--- config.mk ---
export PLATFORM = sky130hd
export DESIGN_NAME = subblock_interleaver_addr_gen
export DESIGN_NICKNAME = d
export VERILOG_FILES = /design/src/rtl/il_pkg.sv /design/src/rtl/il_read_addr.sv /design/src/rtl/subblock_interleaver_addr_gen.sv
export SDC_FILE = /design/constraint.sdc
export NUM_CORES = 1
export LEC_CHECK = 0
export ABC_AREA = 0
export CORE_MARGIN = 2
export CORE_UTILIZATION = 54
export CTS_BUF_LIST = sky130_fd_sc_hd__clkbuf_2 sky130_fd_sc_hd__clkbuf_4 sky130_fd_sc_hd__clkbuf_8
export DETAILED_ROUTE_END_ITERATION = 12
export GPL_TIMING_DRIVEN = 0
export PLACE_DENSITY = 0.91
export SYNTH_ARGS = -nofsm -noshare
export SYNTH_HDL_FRONTEND = slang
export SYNTH_SLANG_ARGS = --single-unit
--- constraint.sdc ---
create_clock -name clk -period 4.7 [get_ports clk]
set_input_delay 0.94 -clock clk [delete_from_list [all_inputs] [get_ports clk]]
set_output_delay 0.94 -clock clk [all_outputs]
set_load 0.01 [all_outputs]
--- src/rtl/il_pkg.sv ---
// +----------------------------------------------------------------------------+
// | il_pkg                                                                     |
// | Shared FSM state type, phase encoding and bit-reverse helper for the       |
// | sub-block interleaver address generator.                                   |
// | Rev 1.0                                                                    |
// +----------------------------------------------------------------------------+
`default_nettype none

package il_pkg;

  typedef enum logic [2:0] {
    S_IDLE  = 3'd0,
    S_DUMMY = 3'd1,
    S_WRITE = 3'd2,
    S_READ  = 3'd3,
    S_DONE  = 3'd4
  } state_t;

  localparam logic [1:0] c_ph_idle  = 2'd0;
  localparam logic [1:0] c_ph_dummy = 2'd1;
  localparam logic [1:0] c_ph_write = 2'd2;
  localparam logic [1:0] c_ph_read  = 2'd3;

  localparam int c_max_col_w = 6;

  // Reverse the low w bits of v: reverse all six, then drop the unused low end.
  function automatic logic [c_max_col_w-1:0] bitrev(input logic [c_max_col_w-1:0] v,
                                                    input int w);
    logic [c_max_col_w-1:0] r;
    for (int i = 0; i < c_max_col_w; i++) begin
      r[i] = v[c_max_col_w-1-i];
    end
    return r >> (c_max_col_w - w);
  endfunction

endpackage

`default_nettype wire

--- src/rtl/il_read_addr.sv ---
// +----------------------------------------------------------------------------+
// | il_read_addr                                                               |
// | Column-major read address: bitrev(col) + COLS*row + mode, mod K_pi.        |
// | Rev 1.0                                                                    |
// +----------------------------------------------------------------------------+
`default_nettype none

module il_read_addr
  import il_pkg::*;
#(
  parameter int COLS   = 32,
  parameter int ADDR_W = 12,
  parameter int ROWS_W = 7,
  parameter int COL_W  = $clog2(COLS)
) (
  input  logic [COL_W-1:0]  col,
  input  logic [ROWS_W-1:0] row,
  input  logic              mode,
  input  logic [ADDR_W:0]   k_pi,
  output logic [ADDR_W-1:0] addr
);

  localparam int SW = ADDR_W + 1;

  logic [c_max_col_w-1:0] w_rev_full;
  logic [COL_W-1:0]       w_rev;
  logic [SW-1:0]          w_base;
  logic [SW-1:0]          w_sum;

  assign w_rev_full = bitrev(c_max_col_w'(col), COL_W);
  assign w_rev      = w_rev_full[COL_W-1:0];
  assign w_base     = SW'(w_rev) + (SW'(row) << COL_W);

  // base < K_pi, so a single conditional subtract is a full modulo
  assign w_sum = w_base + SW'(mode);
  assign addr  = (w_sum >= k_pi) ? ADDR_W'(w_sum - k_pi) : ADDR_W'(w_sum);

endmodule

`default_nettype wire

--- src/rtl/subblock_interleaver_addr_gen.sv ---
// +----------------------------------------------------------------------------+
// | subblock_interleaver_addr_gen                                              |
// | Generates DUMMY/WRITE/READ RAM addresses for a sub-block interleaver.      |
// | Optional IL_SKIP_DUMMY_EN: READ positions holding dummies are skipped.     |
// | Rev 1.0                                                                    |
// +----------------------------------------------------------------------------+
`default_nettype none

module subblock_interleaver_addr_gen
  import il_pkg::*;
#(
  parameter int COLS   = 32,
  parameter int ADDR_W = 12,
  parameter int ROWS_W = 7
) (
  input  logic              clk,
  input  logic              rst,
  input  logic              start,
  input  logic [ADDR_W-1:0] d_len,
  input  logic [ROWS_W-1:0] rows,
  input  logic              mode,
  output logic [ADDR_W-1:0] addr,
  output logic              addr_valid,
  input  logic              addr_ready,
  output logic [1:0]        phase,
  output logic              is_dummy,
  output logic              busy,
  output logic              done,
  output logic              err
);

  localparam int COL_W = $clog2(COLS);
  localparam int KW    = ADDR_W + 1;
  localparam int FW    = ROWS_W + COL_W;

  state_t              r_state, w_state_nxt;
  logic [ADDR_W-1:0]   r_cnt, w_cnt_nxt;
  logic [COL_W-1:0]    r_col, w_col_nxt;
  logic [ROWS_W-1:0]   r_row, w_row_nxt;
  logic [KW-1:0]       r_k, r_nd;
  logic [ROWS_W-1:0]   r_rows;
  logic                r_mode, r_err;

  logic [FW-1:0]       w_k_full;
  logic [63:0]         w_k64;
  logic                w_reject;
  logic [ADDR_W-1:0]   w_rd_addr;
  logic                w_rd_dummy;
  logic                w_adv;

  assign w_k_full = {rows, {COL_W{1'b0}}};
  assign w_k64    = 64'(w_k_full);
  // A frame larger than the address space is rejected as well.
  assign w_reject = (rows == '0) || (d_len == '0) || (64'(d_len) > w_k64) ||
                    (w_k64 > (64'd1 << ADDR_W));

  il_read_addr #(
    .COLS   (COLS),
    .ADDR_W (ADDR_W),
    .ROWS_W (ROWS_W),
    .COL_W  (COL_W)
  ) u_read_addr (
    .col  (r_col),
    .row  (r_row),
    .mode (r_mode),
    .k_pi (r_k),
    .addr (w_rd_addr)
  );

  assign w_rd_dummy = KW'(w_rd_addr) < r_nd;

  always_ff @(posedge clk) begin
    if (rst) begin
      r_state <= S_IDLE;
      r_cnt   <= '0;
      r_col   <= '0;
      r_row   <= '0;
      r_k     <= '0;
      r_nd    <= '0;
      r_rows  <= '0;
      r_mode  <= 1'b0;
      r_err   <= 1'b0;
    end else begin
      r_state <= w_state_nxt;
      r_cnt   <= w_cnt_nxt;
      r_col   <= w_col_nxt;
      r_row   <= w_row_nxt;
      if (r_state == S_IDLE && start) begin
        r_k    <= KW'(w_k64);
        r_nd   <= KW'(w_k64 - 64'(d_len));
        r_rows <= rows;
        r_mode <= mode;
        r_err  <= w_reject;
      end
    end
  end

  always_comb begin
    w_state_nxt = r_state;
    w_cnt_nxt   = r_cnt;
    w_col_nxt   = r_col;
    w_row_nxt   = r_row;
    w_adv       = 1'b0;
    addr        = '0;
    addr_valid  = 1'b0;
    phase       = c_ph_idle;
    is_dummy    = 1'b0;
    busy        = 1'b1;
    done        = 1'b0;
    err         = 1'b0;

    case (r_state)
      S_IDLE: begin
        busy = 1'b0;
        if (start) begin
          w_cnt_nxt = '0;
          w_col_nxt = '0;
          w_row_nxt = '0;
          if (w_reject)                   w_state_nxt = S_DONE;
          else if (w_k64 == 64'(d_len))   w_state_nxt = S_WRITE;
          else                            w_state_nxt = S_DUMMY;
        end
      end

      // DUMMY and WRITE share one linear counter; the phase flips at ND.
      S_DUMMY, S_WRITE: begin
        addr       = r_cnt;
        addr_valid = 1'b1;
        phase      = (r_state == S_DUMMY) ? c_ph_dummy : c_ph_write;
        is_dummy   = (r_state == S_DUMMY);
        if (addr_ready) begin
          if (KW'(r_cnt) == r_k - KW'(1)) begin
            w_state_nxt = S_READ;
          end else begin
            w_cnt_nxt   = r_cnt + ADDR_W'(1);
            w_state_nxt = ((KW'(r_cnt) + KW'(1)) < r_nd) ? S_DUMMY : S_WRITE;
          end
        end
      end

      S_READ: begin
        addr     = w_rd_addr;
        phase    = c_ph_read;
        is_dummy = w_rd_dummy;
`ifdef IL_SKIP_DUMMY_EN
        addr_valid = !w_rd_dummy;
        w_adv      = w_rd_dummy || addr_ready;
`else
        addr_valid = 1'b1;
        w_adv      = addr_ready;
`endif
        if (w_adv) begin
          if (r_row == r_rows - ROWS_W'(1)) begin
            w_row_nxt = '0;
            if (r_col == COL_W'(COLS - 1)) w_state_nxt = S_DONE;
            else                           w_col_nxt   = r_col + COL_W'(1);
          end else begin
            w_row_nxt = r_row + ROWS_W'(1);
          end
        end
      end

      S_DONE: begin
        done        = 1'b1;
        err         = r_err;
        w_state_nxt = S_IDLE;
      end

      default: begin
        busy        = 1'b0;
        w_state_nxt = S_IDLE;
      end
    endcase
  end

endmodule

`default_nettype wire

==> out/qor.csv, run 1 <==
metric;value;unit
critPathMaxStageDelay;0.43;ns
grt_use_total;31.8;%
clock_sink_count;49;
synth_cell_types;74;
globalplace.congestion;1.02;
violated_checks;negative setup slack;
drcViolationCount;0;
postSynthCellCount;598;
pwr_density_cell;271;mW/mm^2
cts.root.buffer_cell;sky130_fd_sc_hd__clkbuf_8;
design.portCount;43;
hold-worst-slack;0.457;ns
finalHoldViolCount;0;
async_flop_share;0;%
criticalPathCategory;reg2out;
synthTopCellsByCount;69 x sky130_fd_sc_hd__nand2_1, 56 x sky130_fd_sc_hd__nor2_1, 49 x sky130_fd_sc_hd__dfxtp_1;
synth-main-ff-cell;sky130_fd_sc_hd__dfxtp_1;
area_growth_syn_to_layout;22.9;%
worst_setup_hold_path_clk_slew;0.09;ns
synthesis.nets;668;
rows;33;
hold_class;reg2reg;
core_area;0.00818;sq mm
finalSetupViolCount;4;
drive_above_1_share;14.0;%
yosys_warnings;0;
startpoint_type;flop;
grt_pass1_vias;4626;
slew_at_the_pin_closest_to_its_max_slew_limit;0.878;ns
final_core_utilization;68.3;%
floorplan.die.height;95.8;um
total_overflow_reported_by_the_global_router;0;
pre_cts_ws;-0.984;ns
route.detailed.wl_per_inst;18.2;um
htree_levels;2;
critical-path-slowest-cell;sky130_fd_sc_hd__or4_4;
worstPathArrival;4.32;ns
grt_start_max_net_pins;15;
cp-end-kind;output port;
synth_enable_flop_cells;0;
sequential_share_of_the_synthesized_area;21.6;%
max_cap_violations;0;
chipWidth;95.8;um
rsz0062_at_grt;yes;
fin_crit_sh;112;%
cellLeakagePower;2.37;nW
report.final.slew_viol_count;0;
setup_slack;-0.561;ns
ir_drop;0.000174;V
route.antenna.remaining_nets;0;
postSynthAreaPerCell;7.60;sq um
netlist_area;0.00455;sq mm
final_nets;731;
instances_no_fill;767;
die-area;0.00917;sq mm
numCtsBuffers;5;
max_freq;190;MHz
yosys_register_bits;49;
dp_cells;745;
drt-vias-per-instance;6.17;
synth.top_cells.by_area;sky130_fd_sc_hd__dfxtp_1 22%, sky130_fd_sc_hd__ha_1 12%, sky130_fd_sc_hd__xnor2_1 6.0%;
starting_utilization_of_the_core_area;55.6;%
grt_antenna_before_repair;0;
synth_top_area_share;21.6;%
clock_latency_on_the_worst_skew_pair;0.31;ns
fillCellCount;684;
power.total;1.51;mW
synth.largest_area_cell;sky130_fd_sc_hd__dfxtp_1;
drt-initial-drc-count;388;
first_pass_grt_wire_length;22700;um
worst-path-max-fanout;5;
io_buffers;42;
detailed_place_hpwl;10900;um
routed-via-count;4731;
yosys.cell_count.top_type;sky130_fd_sc_hd__nand2_1;
detail_route.first_pass.iterations;5;
worstPathCellList;ha_4, ha_4, nand3_4, nor3_4, xor2_1, ha_1, nand2_1, nor3_2, nand3_1, or4_4, o211ai_4, buf_4, mux2_2, ha_1, or2_2, a31oi_1, nand2b_1, buf_2;
cts_tree;built;
antenna_cells_inserted;0;
clock_path_buffers;2;
status;finished with violations;
max-slew-margin-rel;40.0;%
worst_clock_skew;0.0102;ns
final.min_clock_period;5.26;ns
worst-endpoint-required;3.76;ns
cts_hold_repair.buffers;0;
drt-total-wl;14000;um
-- cell usage in the layout (no fill, tap or decap), types with 18 or more instances in the layout --
| cell type | n |
|---|---|
| sky130_fd_sc_hd__a21oi_1 | 42 |
| sky130_fd_sc_hd__clkbuf_1 | 20 |
| sky130_fd_sc_hd__clkdlybuf4s50_1 | 36 |
| sky130_fd_sc_hd__dfxtp_1 | 42 |
| sky130_fd_sc_hd__ha_1 | 36 |
| sky130_fd_sc_hd__inv_1 | 37 |
| sky130_fd_sc_hd__nand2_1 | 67 |
| sky130_fd_sc_hd__nand3_1 | 26 |
| sky130_fd_sc_hd__nor2_1 | 54 |
| sky130_fd_sc_hd__nor3_1 | 18 |
| sky130_fd_sc_hd__xnor2_1 | 31 |
| sky130_fd_sc_hd__xor2_1 | 20 |
-- metrics by stage --
stage,TNS [ns],instance area [sq um]
after floorplan,-0.0206,4680
after global placement,-0.966,5230
after detailed placement,-1.14,5230
after CTS,-0.881,5550
after global routing,-1.75,5590
final,-0.959,5590
-- final timing paths --
kind | to | depth (start not counted) | startpoint | slack, ns
setup / recovery | is_dummy | 18 | r_mode | -0.56
hold / removal | r_nd[3] | 2 | r_nd[3] | 0.46
hold reg to reg | r_nd[3] | 2 | r_nd[3] | 0.46
setup reg to reg | r_state[1] | 12 | r_cnt[0] | 1.52
-- worst max-delay path, delay by kind of cell (launching register included) --
| family | cells | cell delay, ns |
|---|---|---|
| simple gates | 8 | 1.33 |
| fa+ha+maj | 4 | 0.94 |
| compound gates | 2 | 0.48 |
| flops | 1 | 0.37 |
| mux | 1 | 0.37 |
| buf+inv | 2 | 0.34 |
| xor+xnor | 1 | 0.18 |
-- logic make-up after synthesis --
family,share of synthesized area (%)
flip-flops,21.6
AND/OR/NAND/NOR,25.1
multiplexers,2.89
buffers and inverters,6.39
adder cells (fa/ha/maj),12.8
AO/OA/AOI/OAI,20.5
XOR/XNOR,10.8
-- power by group --
group	internal, mW	switching, mW
sequential	0.442	0.0228
clock	0.133	0.142
combinational	0.350	0.424
total	0.925	0.588
-- routing by layer --
layer | GRT usage (%) | share of wire [%] | wire length, um
met3 | 5.09 | 7.1 | 992
met4 | 13.1 | 4.0 | 560
met5 | 0 | 0 | 0
met1 | 38.7 | 40 | 5590
met2 | 55.5 | 49 | 6820
-- repair_timing --
item                                    CTS  global route
buffers inserted                         15             1
endpoints found under the setup margin    8             8
pin swaps                                17             5
gates resized for setup                  28             7
endpoints found under the hold margin     0             0
-- sequential cells by signal, summed over array words and instances (netlist names) --
name     flops
r_nd        13
r_cnt       12
r_k          7
r_row        7
r_col        5
r_state      3
r_err        1
r_mode       1
-- area by class of cell --
type | instances | area (sq um) | area share [%]
tap | 105 | 131 | 2.35
inverter | 38 | 143 | 2.55
clock inverter | 1 | 5.00 | 0.0896
buffer | 31 | 146 | 2.62
clock buffer | 7 | 96.3 | 1.72
sequential | 49 | 1000 | 17.9
timing repair buffer | 58 | 541 | 9.68
multi-input combinational | 478 | 3520 | 63.0
Note: power is estimated with default switching activity, not from simulation.
==> inputs of run 2 (changes only) <==
Settings changed: CORE_UTILIZATION 54 to 25, PLACE_DENSITY 0.91 to 0.55.
==> run 2 against run 1 <==
  * The run still ends with negative setup slack left
  * Register-to-register slack gained 0.03 ns
  * Largest power group unchanged
  * Non-clock buffer count grew 4
  * Maximum frequency decreased by 2.1%
  * Sequential share of layout area down 0.78 points
  * Global-route usage down 17 points
  * Wire length grew 5.6%
  * Critical path depth up 3
  * Combinational power increased by 1%
==> out/qor.csv, run 2 (synthesized netlist as in run 1, its figures left out) <==
metric;value;unit
route.antenna.remaining_nets;0;
rsz0062_at_grt;yes;
worst-path-max-fanout;6;
detailed_place_hpwl;11500;um
finalHoldViolCount;0;
worstPathArrival;4.44;ns
power_report.internal_total;1.02;mW
total_overflow_reported_by_the_global_router;0;
cellLeakagePower;2.37;nW
numCtsBuffers;5;
drt-vias-per-instance;5.09;
max_cap_violations;0;
routed-via-count;4552;
cp-end-kind;output port;
switching_share;37.7;%
drt-initial-drc-count;285;
max_freq;186;MHz
grt_start_max_net_pins;16;
globalplace.congestion;0.932;
worst-endpoint-required;3.76;ns
status;finished with violations;
report.final.slew_viol_count;0;
grt_antenna_before_repair;0;
clock_sink_count;49;
crit_family;compound AO/OA/AOI/OAI gates;
final.min_clock_period;5.38;ns
count_of_buffering_cells_on_the_critical_path_with_inverters_included;2;
critPathMaxStageDelay;0.38;ns
layout.cells.most_common;sky130_fd_sc_hd__nand2_1;
clock_path_buffers;2;
instances_no_fill;895;
hold-worst-slack;0.458;ns
worstPathCellList;ha_4, and3_4, nand2_4, xor2_2, ha_2, inv_2, fa_2, a21o_1, a21oi_2, o21ai_1, o211ai_1, o211ai_4, mux2_4, ha_4, and3_4, a221oi_4, o31ai_2, nor3_1, o21ai_1, nand2b_1, buf_2;
starting_utilization_of_the_core_area;25.4;%
finalSetupViolCount;5;
chipWidth;139;um
die-area;0.0193;sq mm
final_nets;735;
violated_checks;negative setup slack;
part_of_the_total_power_dissipated_in_sequential_elements;28.6;%
antenna_cells_inserted;0;
combinationalPowerShare;48.0;%
detail_route.first_pass.iterations;5;
drive_above_1_share;15.2;%
first_pass_grt_wire_length;23300;um
area_growth_syn_to_layout;28.1;%
design.portCount;43;
power.clock.fraction;23.4;%
dp_cells;869;
setup_slack;-0.676;ns
cts_hold_repair.buffers;0;
htree_levels;2;
startpoint_type;flop;
grt_pass1_vias;4284;
drt-total-wl;14800;um
cts_tree;built;
cts.root.buffer_cell;sky130_fd_sc_hd__clkbuf_8;
clock_latency_on_the_worst_skew_pair;0.32;ns
p_switching;0.614;mW
slew_at_the_pin_closest_to_its_max_slew_limit;1.11;ns
rows;49;
critical-path-slowest-cell;sky130_fd_sc_hd__fa_2;
floorplan.die.height;139;um
grt_use_total;15.1;%
top_regs;r_nd (13), r_cnt (12);
top_register;r_nd;
worst_clock_skew;0.00907;ns
route.detailed.wl_per_inst;16.5;um
leading_cell_types_in_the_layout_fill_and_taps_excluded;66 x sky130_fd_sc_hd__nand2_1, 54 x sky130_fd_sc_hd__nor2_1, 42 x sky130_fd_sc_hd__a21oi_1, 42 x sky130_fd_sc_hd__dfxtp_1, 37 x sky130_fd_sc_hd__inv_1;
pwr_density_cell;280;mW/mm^2
hold_class;reg2reg;
ir_drop;0.000119;V
final_core_utilization;32.5;%
drcViolationCount;0;
max-slew-margin-rel;23.9;%
fin_crit_sh;114;%
criticalPathCategory;reg2out;
io_buffers;42;
number_of_flip_flops_under_the_largest_register_name;13;
worst_setup_hold_path_clk_slew;0.11;ns
pre_cts_ws;-0.941;ns
power.total;1.63;mW
core_area;0.0179;sq mm
run 2: changes by cell type in the layout (fill, tap and decap cells not counted), sizes merged:
cell / previous run / this run
buf: 25 / 29
bufinv: 0 / 2
clkbuf: 30 / 28
clkdlybuf4s15: 0 / 2
dlymetal6s2s: 3 / 1
run 2: power groups by stage:
stage | sequential (mW) | combinational [mW] | clock, mW
2_1_floorplan | 0.469 | 0.498 | 0
3_3_place_gp | 0.478 | 0.674 | 0
3_5_place_dp | 0.478 | 0.676 | 0
4_1_cts | 0.466 | 0.733 | 0.385
5_1_grt | 0.470 | 0.860 | 0.402
6_report | 0.466 | 0.782 | 0.382
run 2: repair_timing:
| item | in CTS | in global routing |
|---|---|---|
| gates resized for setup | 28 | 16 |
| setup endpoints to repair | 8 | 8 |
| buffers inserted | 17 | 3 |
| pin swaps | 19 | 4 |
run 2: metal layers:
layer / GRT usage (%) / part of all wire, % / vias to the layer above
li1: - / - / 2247
met1: 19.9 / 46 / 2159
met5: 0 / 0 / -
met3: 2.11 / 4.2 / 26
met4: 5.32 / 3.5 / 0
met2: 25.4 / 46 / 120
run 2: path summary, 6_finish.rpt:
kind                            cells after the start  slack, ns  endpoint      from
worst max-delay path                               21      -0.68  is_dummy  r_col[0]
worst min-delay path                                2       0.46   r_nd[2]   r_nd[2]
worst max register to register                     10       1.55  r_cnt[6]    r_k[6]
worst min register to register                      2       0.46   r_nd[2]   r_nd[2]
run 2: tightest hold or removal path: stages, from the launching register on:
cell and delay [ns]:
sky130_fd_sc_hd__dfxtp_1 0.32, sky130_fd_sc_hd__nand2_1 0.05, sky130_fd_sc_hd__a21oi_1 0.05
run 2: metrics by stage:
stage	instance area (sq um)	setup TNS (ns)
detailed placement	5390	-0.990
floorplan	4680	-0.0206
CTS	5740	-1.03
global route	5820	-2.03
global placement	5390	-1.11
finish	5820	-1.23
run 2: final cells by class:
| type | instances | area (sq um) |
|---|---|---|
| repair buffers | 62 | 573 |
| flip-flops and latches | 49 | 1000 |
| plain buffers | 31 | 149 |
| well taps | 229 | 287 |
| multi-input cells | 478 | 3540 |
| inverters | 38 | 143 |
| fillers | 1936 | 12100 |
| clock buffers | 5 | 68.8 |
| clock inverters | 3 | 65.1 |
